**src/rtl/tl_pkg.sv**
```systemverilog
`default_nettype none
// ============================================================================
//  Module   : tl_pkg
//  Brief    : Shared traffic-light definitions: lamp encodings, scheduler
//             state codes, default phase durations and a lamp decode helper.
//  Revision : 1.0  initial release
// ============================================================================
package tl_pkg;

    // One-hot lamp encodings, shared by highway and country-road controllers
    localparam logic [2:0] GREEN  = 3'b100;
    localparam logic [2:0] YELLOW = 3'b010;
    localparam logic [2:0] RED    = 3'b001;

    // Default phase durations in clock cycles
    localparam int C_T_HWG_MIN = 16;
    localparam int C_T_Y       = 4;
    localparam int C_T_CRG     = 8;

    // Scheduler state codes; these are also exported on the debug phase port
    typedef enum logic [2:0] {
        S_HWG   = 3'd0,
        S_HWY   = 3'd1,
        S_START = 3'd2,
        S_CRG   = 3'd3,
        S_CRY   = 3'd4
    } state_t;

    // Highway lamp shown in a given state; unknown codes fall back to green
    function automatic logic [2:0] hw_led_for(state_t s);
        case (s)
            S_HWY:                return YELLOW;
            S_START, S_CRG, S_CRY: return RED;
            default:              return GREEN;
        endcase
    endfunction

endpackage
`default_nettype wire

```
**src/rtl/phase_timer.sv**
```systemverilog
`default_nettype none
// ============================================================================
//  Module   : phase_timer
//  Brief    : Loadable 8-bit down-counter that saturates at zero. expired is
//             high while the count is zero; expiring is high when the count
//             will be zero next cycle unless a load intervenes.
//  Revision : 1.0  initial release
// ============================================================================
module phase_timer #(
    parameter logic [7:0] RESET_VAL = 8'd15
) (
    input  logic       clk,
    input  logic       rst_n,
    input  logic       load,
    input  logic [7:0] load_val,
    output logic       expired,
    output logic       expiring
);

    logic [7:0] r_count;

    // Count register: load wins, otherwise decrement and hold at zero
    always_ff @(posedge clk or negedge rst_n) begin
        if (!rst_n) begin
            r_count <= RESET_VAL;
        end else if (load) begin
            r_count <= load_val;
        end else if (r_count != 8'd0) begin
            r_count <= r_count - 8'd1;
        end
    end

    assign expired  = (r_count == 8'd0);
    assign expiring = (r_count <= 8'd1);

endmodule
`default_nettype wire

```
**src/rtl/intersection_scheduler.sv**
```systemverilog
`default_nettype none
// ============================================================================
//  Module   : intersection_scheduler
//  Brief    : Highway / country-road intersection scheduler. Keeps the
//             highway green for at least T_HWG_MIN cycles, and when a
//             country-road car has been seen, sequences yellow, an all-red
//             start cycle, country-road green and country-road yellow.
//             All outputs are registered and derived from the next state,
//             so they are glitch-free and have no path from car_det.
//  Revision : 1.0  initial release
// ============================================================================
module intersection_scheduler
    import tl_pkg::*;
#(
    parameter int T_HWG_MIN = C_T_HWG_MIN,
    parameter int T_Y       = C_T_Y,
    parameter int T_CRG     = C_T_CRG
) (
    input  logic       clk,
    input  logic       rst_n,
    input  logic       car_det,
    output logic [2:0] HW_LED,
    output logic       CR_Ena,
    output logic       time_out,
    output logic [2:0] phase
);

    localparam logic [7:0] C_LD_HWG = 8'(T_HWG_MIN - 1);
    localparam logic [7:0] C_LD_Y   = 8'(T_Y - 1);
    localparam logic [7:0] C_LD_CRG = 8'(T_CRG - 1);

    state_t     r_state;
    state_t     w_state_next;
    logic       r_sync1;
    logic       r_car_s;
    logic       r_car_req;
    logic       w_car_req;
    logic       w_load;
    logic [7:0] w_load_val;
    logic       w_expired;
    logic       w_expiring;
    logic       w_clr_req;
    logic       w_next_zero;
    logic [2:0] r_hw_led;
    logic       r_cr_ena;
    logic       r_time_out;

    // Two-flop synchroniser for the asynchronous vehicle sensor
    always_ff @(posedge clk or negedge rst_n) begin
        if (!rst_n) begin
            r_sync1 <= 1'b0;
            r_car_s <= 1'b0;
        end else begin
            r_sync1 <= car_det;
            r_car_s <= r_sync1;
        end
    end

    // A car seen this cycle counts immediately, so an already-expired
    // minimum green advances without waiting for the request flop
    assign w_car_req = r_car_req | ((r_state == S_HWG) & r_car_s);

    phase_timer #(
        .RESET_VAL (C_LD_HWG)
    ) u_timer (
        .clk      (clk),
        .rst_n    (rst_n),
        .load     (w_load),
        .load_val (w_load_val),
        .expired  (w_expired),
        .expiring (w_expiring)
    );

    // Next-state and timer-load decode; illegal codes recover to S_HWG
    always_comb begin
        w_state_next = r_state;
        w_load       = 1'b0;
        w_load_val   = 8'd0;
        w_clr_req    = 1'b0;
        case (r_state)
            S_HWG: begin
                if (w_expired && w_car_req) begin
                    w_state_next = S_HWY;
                    w_load       = 1'b1;
                    w_load_val   = C_LD_Y;
                end
            end
            S_HWY: begin
                if (w_expired) begin
                    w_state_next = S_START;
                    w_load       = 1'b1;
                    w_clr_req    = 1'b1;
                end
            end
            S_START: begin
                w_state_next = S_CRG;
                w_load       = 1'b1;
                w_load_val   = C_LD_CRG;
            end
            S_CRG: begin
                if (w_expired) begin
                    w_state_next = S_CRY;
                    w_load       = 1'b1;
                    w_load_val   = C_LD_Y;
                end
            end
            S_CRY: begin
                if (w_expired) begin
                    w_state_next = S_HWG;
                    w_load       = 1'b1;
                    w_load_val   = C_LD_HWG;
                end
            end
            default: begin
                w_state_next = S_HWG;
                w_load       = 1'b1;
                w_load_val   = C_LD_HWG;
                w_clr_req    = 1'b1;
            end
        endcase
    end

    // Counter value in the next cycle is zero: either a zero load, or the
    // free-running count is about to reach zero
    assign w_next_zero = w_load ? (w_load_val == 8'd0) : w_expiring;

    // State register
    always_ff @(posedge clk or negedge rst_n) begin
        if (!rst_n) begin
            r_state <= S_HWG;
        end else begin
            r_state <= w_state_next;
        end
    end

    // Request latch: set by a car during highway green, cleared entering start
    always_ff @(posedge clk or negedge rst_n) begin
        if (!rst_n) begin
            r_car_req <= 1'b0;
        end else if (w_clr_req) begin
            r_car_req <= 1'b0;
        end else if (r_state == S_HWG && r_car_s) begin
            r_car_req <= 1'b1;
        end
    end

    // Registered outputs, computed one cycle ahead from the next state
    always_ff @(posedge clk or negedge rst_n) begin
        if (!rst_n) begin
            r_hw_led   <= GREEN;
            r_cr_ena   <= 1'b0;
            r_time_out <= 1'b0;
        end else begin
            r_hw_led   <= hw_led_for(w_state_next);
            r_cr_ena   <= (w_state_next == S_START);
            r_time_out <= ((w_state_next == S_CRG) || (w_state_next == S_CRY))
                          && w_next_zero;
        end
    end

    assign HW_LED   = r_hw_led;
    assign CR_Ena   = r_cr_ena;
    assign time_out = r_time_out;
    assign phase    = r_state;

endmodule
`default_nettype wire

```
**config.mk**
```make
export PLATFORM = sky130hd
export DESIGN_NAME = intersection_scheduler
export DESIGN_NICKNAME = d
export VERILOG_FILES = /design/src/rtl/tl_pkg.sv /design/src/rtl/phase_timer.sv /design/src/rtl/intersection_scheduler.sv
export SDC_FILE = /design/constraint.sdc
export NUM_CORES = 1
export LEC_CHECK = 0
export BUFFER_PORTS_ARGS = -buffer_cell sky130_fd_sc_hd__buf_2
export CORE_UTILIZATION = 50
export CTS_BUF_LIST = sky130_fd_sc_hd__clkbuf_4 sky130_fd_sc_hd__clkbuf_8
export DETAILED_ROUTE_END_ITERATION = 8
export PLACE_DENSITY_LB_ADDON = 0.3
export SLEW_MARGIN = 20
export SYNTH_ARGS = -nofsm -noshare
export SYNTH_HDL_FRONTEND = slang
export SYNTH_SLANG_ARGS = --single-unit
```
**constraint.sdc**
```tcl
create_clock -name clk -period 2.4 [get_ports clk]
set_input_delay 0.48 -clock clk [delete_from_list [all_inputs] [get_ports clk]]
set_output_delay 0.48 -clock clk [all_outputs]
set_load 0.02 [all_outputs]
```
# After elaboration in Yosys (flattened, before gate mapping)
# Index checks and enable logic that the tools add are counted.
[word_totals]
wordCells = 52
reg_bits = 19
inputBits = 3
[classes]
bitwise = 2
n_eq_ne = 8
reduce_logical = 13
mux = 19
order_cmp = 1
add_sub_neg = 1
[op_table]
columns = ["cell", "count"]
rows = [
  ["one-hot mux 4 bit (5 select lines)", 1],
  ["logical NOT 8 bit", 2],
  ["two-way mux 8 bit", 2],
  ["one-hot mux 3 bit (5 select lines)", 1],
  ["equality test 3 x 2 -> 1 bit (second input constant)", 4],
  ["two-way mux 3 bit", 4],
  ["<= comparator 8 x 1 -> 1 bit (second input constant)", 1],
  ["nonzero test 8 bit", 1],
  ["subtractor 8 x 1 -> 8 bit (second input constant)", 1],
  ["equality test 3 x 1 -> 1 bit (second input constant)", 2],
  ["equality test 3 bit (second input constant)", 2],
  ["one-hot mux 3 bit (2 select lines)", 1],
  ["OR reduction 3 bit", 2],
  ["two-way mux 1 bit", 5],
  ["two-way mux 2 bit", 2],
  ["two-way mux 4 bit", 1],
  ["one-hot mux 1 bit (2 select lines)", 2],
  ["nonzero test 2 bit", 2],
  ["OR reduction 4 bit", 1],
  ["logical AND 1 bit", 3],
  ["logical NOT 3 bit", 1],
  ["bitwise AND 1 bit", 1],
  ["logical OR 1 bit", 1],
  ["OR 1 bit", 1],
]

# Logic depth before layout (Yosys ltp)
[depth]
word_depth = 9
mapped_depth = 7
ltp_nobuf = 6

# Cells and area by module
# Synthesis repeated with hierarchy kept, for this count alone.
[unflattened]
cells_unflattened = 109
area_unflattened_um2 = 1029.7
[by_module_without_submodules]
columns = ["module", "area_each_um2", "seq_area_each_um2", "cells_each", "n_inst"]
rows = [
  ["phase_timer", 518.0, 205.2, 58, 1],
  ["intersection_scheduler", 511.7, 276.5, 51, 1],
]

# Worst setup path before layout
# Ideal clock, no wire load.
[synth_path]
kind = "reg-to-reg"
start = "reg u_timer.r_count[0]"
end = "reg u_timer.r_count[6]"
path_buffers = 1
period_less_slack_ns = 1.776
t_arrival_ns = 1.699
setup_slack_ns = 0.624
stages_incl_launch_ff = 8
path_cell_list = "dfstp_2 > inv_1 > ha_1 > nor4b_4 > and2_1 > buf_2 > or3_1 > a21oi_1"
[synth_via]
elab_chain_cells = 5
elab_cells_between_ends = 10
classes_between = "add/sub (1); mux (5); reduce/logical (4)"
[synth_rtl]
columns = ["element", "line_no", "rtl"]
rows = [
  ["start, declared", "phase_timer.sv:20", "logic [7:0] r_count;"],
  ["start signal, assigned", "phase_timer.sv:27", "r_count <= load_val;"],
  ["start signal, assigned", "phase_timer.sv:29", "r_count <= r_count - 8'd1;"],
  ["parallel branches: the longest is 5 deep, another holds subtractor 8 x 1 -> 8 bit", "-", ""],
]
# Several ways; the timed one is not identified. The select of a mux whose other input is x is not followed.
# A chain may end at the register's enable or synchronous reset.

# Worst setup path in the final report
# Same ends and word-level chain as after synthesis.

==> reports/results.txt <==
Status = completed
Core ar. = 1800 um2
Die footprint = 2200 um2
Initial drt markers = 32
Final setup violation count = 0
Crit path time final = 1.88 ns
Max clock buf depth = 2
Final layout net count = 118
Final Cycle Share = 78.2%
FP Rows = 15
Synth top area share = 34.7%
Global-route wire length before repair = 3240 um
Drt drc = 0
Sink Count = 19
Register area share after synthesis = 47.8%
Routed length per instance = 14.6 um
RSZ-0062 raised after global routing = no
Overall Global Routing Usage = 21.4%
CTS HTree Levels = 1
GPL Wtd Cong = 0.922
Layout cells sized above 1 = 25.2%
Setup TNS = 0 ns
Vias in the first global route = 683
Routed vias = 786
Setup Fix Bufs, Post-CTS = 0
Clock slew at reported path FFs = 0.12 ns
Worst-Margin Slew = 0.523 ns
Post-route ant nets = 0
Startpoint types = flip-flop
Hpwl dp = 1410 um
Final hold slack = 0.0752 ns
Crit path DAT = 2.13 ns
Final-report hold violation count = 0
PD cells = 1330 nW/um2
Top post-synthesis cells by area = dfrtp_1 35%, dfstp_2 13%, o21ai_0 6.0%
DR pass1 iterations = 4
Slew Viols, Final = 0
Max-Slew Margin vs Limit = 65.2%
Largest net degree at the start of global routing = 20
Static Leakage = 0.000473 uW
Syn nets = 108
Area grow syn2layout = 8.81%
Crit path capture type = flip-flop
Peak supply drop = 0.721 mV
Vias/cell = 5.78
Fin area = 1100 um2
Total clock buffers created by CTS = 3
CTS Hold Bufs = 0
Unique masters post-synth = 35
Yosys Warn Count = 0
Die Span X = 46.9 um
Post-cts gate resize count = 0
# diodes = 0
Max Cap Viol = 0
Fmax = 0.533 GHz
I/O pin total = 11
Initial Util = 56.0%
Worst Hold Class = in2async
Synth Cell Area = 1010 um2
Clock root buffer = clkbuf_4
CTS tree = done
Seq cells post-synth = 19
Chip Height = 46.9 um
Synth Instances = 102
Remaining Overflow, GRT = 0
Skew-Pair Late Insertion Delay = 0.31 ns
Dominant cell type by area after synthesis = dfrtp_1
DP Area = 1070 um2
Clock skew = 0.0182 ns
Initial antenna violation count = 0
Synthesized area per cell = 9.89 um2
Worst endpoint required time = 2.65 ns
Crit path kind = reg2reg
Routed WL = 1990 um
Crit-path max FO = 10
I/O Buffers = 10
-- power by group --
part	internal [uW]	switching, uW
clock network	62.4	102
registers	464	163
logic	278	390
-- synthesized netlist by cell type --
| cell | n |
|---|---|
| a31oi_1 | 2 |
| a221oi_1 | 1 |
| or3_1 | 1 |
| nand3_1 | 2 |
| a21oi_1 | 8 |
| dfstp_2 | 5 |
| dfrtp_1 | 14 |
| buf_2 | 1 |
| xnor2_1 | 2 |
| nor4b_4 | 1 |
| o211ai_1 | 3 |
| nand4b_1 | 1 |
| nor3_2 | 1 |
| nor3_4 | 1 |
| nand2_2 | 1 |
| xor2_1 | 2 |
| or3b_1 | 1 |
| ha_1 | 3 |
| nor2b_1 | 2 |
| o21ai_0 | 12 |
| nand2b_1 | 3 |
| or2_2 | 1 |
| nand3b_1 | 1 |
| nor2_1 | 10 |
| nand2_1 | 3 |
| and2_1 | 1 |
| mux2_2 | 1 |
| o221ai_1 | 1 |
| o22ai_2 | 1 |
| inv_1 | 4 |
| clkbuf_1 | 4 |
| o31ai_1 | 1 |
| a21oi_2 | 1 |
| or4_4 | 1 |
| nor3_1 | 5 |
-- path summary, 6_finish.rpt --
check / startpoint / end / slack, ns / depth (start not counted)
min in group clk: car_det / r_sync1 / 0.28 / 1
max in group asynchronous: rst_n / HW_LED[2] / 1.98 / 1
worst max register to register: u_timer.r_count[0] / u_timer.r_count[6] / 0.52 / 6
worst min register to register: r_sync1 / r_car_s / 0.36 / 0
worst max-delay path: u_timer.r_count[0] / u_timer.r_count[6] / 0.52 / 6
worst min-delay path: rst_n / u_timer.r_count[6] / 0.08 / 1
-- layout by cell type, fill, tap and decap left out, types with 3 or more instances in the layout --
master	n
dfstp_2	5
o211ai_1	3
nor3_1	5
a21oi_1	8
dfrtp_1	14
o21ai_0	12
ha_1	3
clkbuf_4	3
nand2_1	3
buf_2	10
nand2b_1	3
nor2_1	10
inv_1	4
-- registers in the layout, summed over array words and instances (netlist names) --
signal / count
r_sync1: 1
phase: 3
r_car_s: 1
r_car_req: 1
u_timer.r_count: 8
CR_Ena: 1
time_out: 1
HW_LED: 3
-- metrics by stage --
step / worst slack [ns] / power [uW] / cells / util [%]
after detailed placement: 0.519 / 1290 / 132 / 59.4
final: 0.523 / 1460 / 136 / 60.9
after floorplan: 0.624 / 1120 / 102 / -
after CTS: 0.504 / 1460 / 136 / 60.9
after global placement: 0.600 / 1270 / 132 / 59.4
after global routing: 0.378 / 1570 / 136 / 60.9
-- critical path, cell delays in order (launching register included) --
cell,delay [ns]
dfstp_2,0.59
inv_1,0.08
ha_1,0.24
nor4b_4,0.16
and2_1,0.27
or3_1,0.37
a21oi_1,0.12
-- kinds of logic (layout without fill, tap and decap cells) --
group | count (synthesis) | after routing | share of synthesized area [%]
compound gates | 30 | 30 | 18.0
xor+xnor | 4 | 4 | 3.47
fa+ha+maj | 3 | 3 | 3.72
buf+inv | 9 | 18 | 3.47
flops | 19 | 19 | 47.8
mux | 1 | 1 | 1.12
simple gates | 36 | 36 | 22.5
-- area by class of cell --
cell class,count,area [um2]
inverter,4,15.0
multi-input combinational,74,492
clock inverter,1,5.00
clock buffer,3,22.5
fill,160,704
sequential,19,482
timing repair buffer,10,50.0
tap,25,31.3
-- per-layer routing --
layer | routed length [um] | vias to the layer above | global-route usage [%] | part of all wire [%]
li1 | - | 380 | - | -
met1 | 891 | 370 | 30.6 | 45
met2 | 959 | 29 | 31.7 | 48
met3 | 116 | 7 | 5.77 | 5.8
met4 | 23 | 0 | 6.29 | 1.2
met5 | 0 | - | 0 | 0
(Power assumes the default switching activity.)
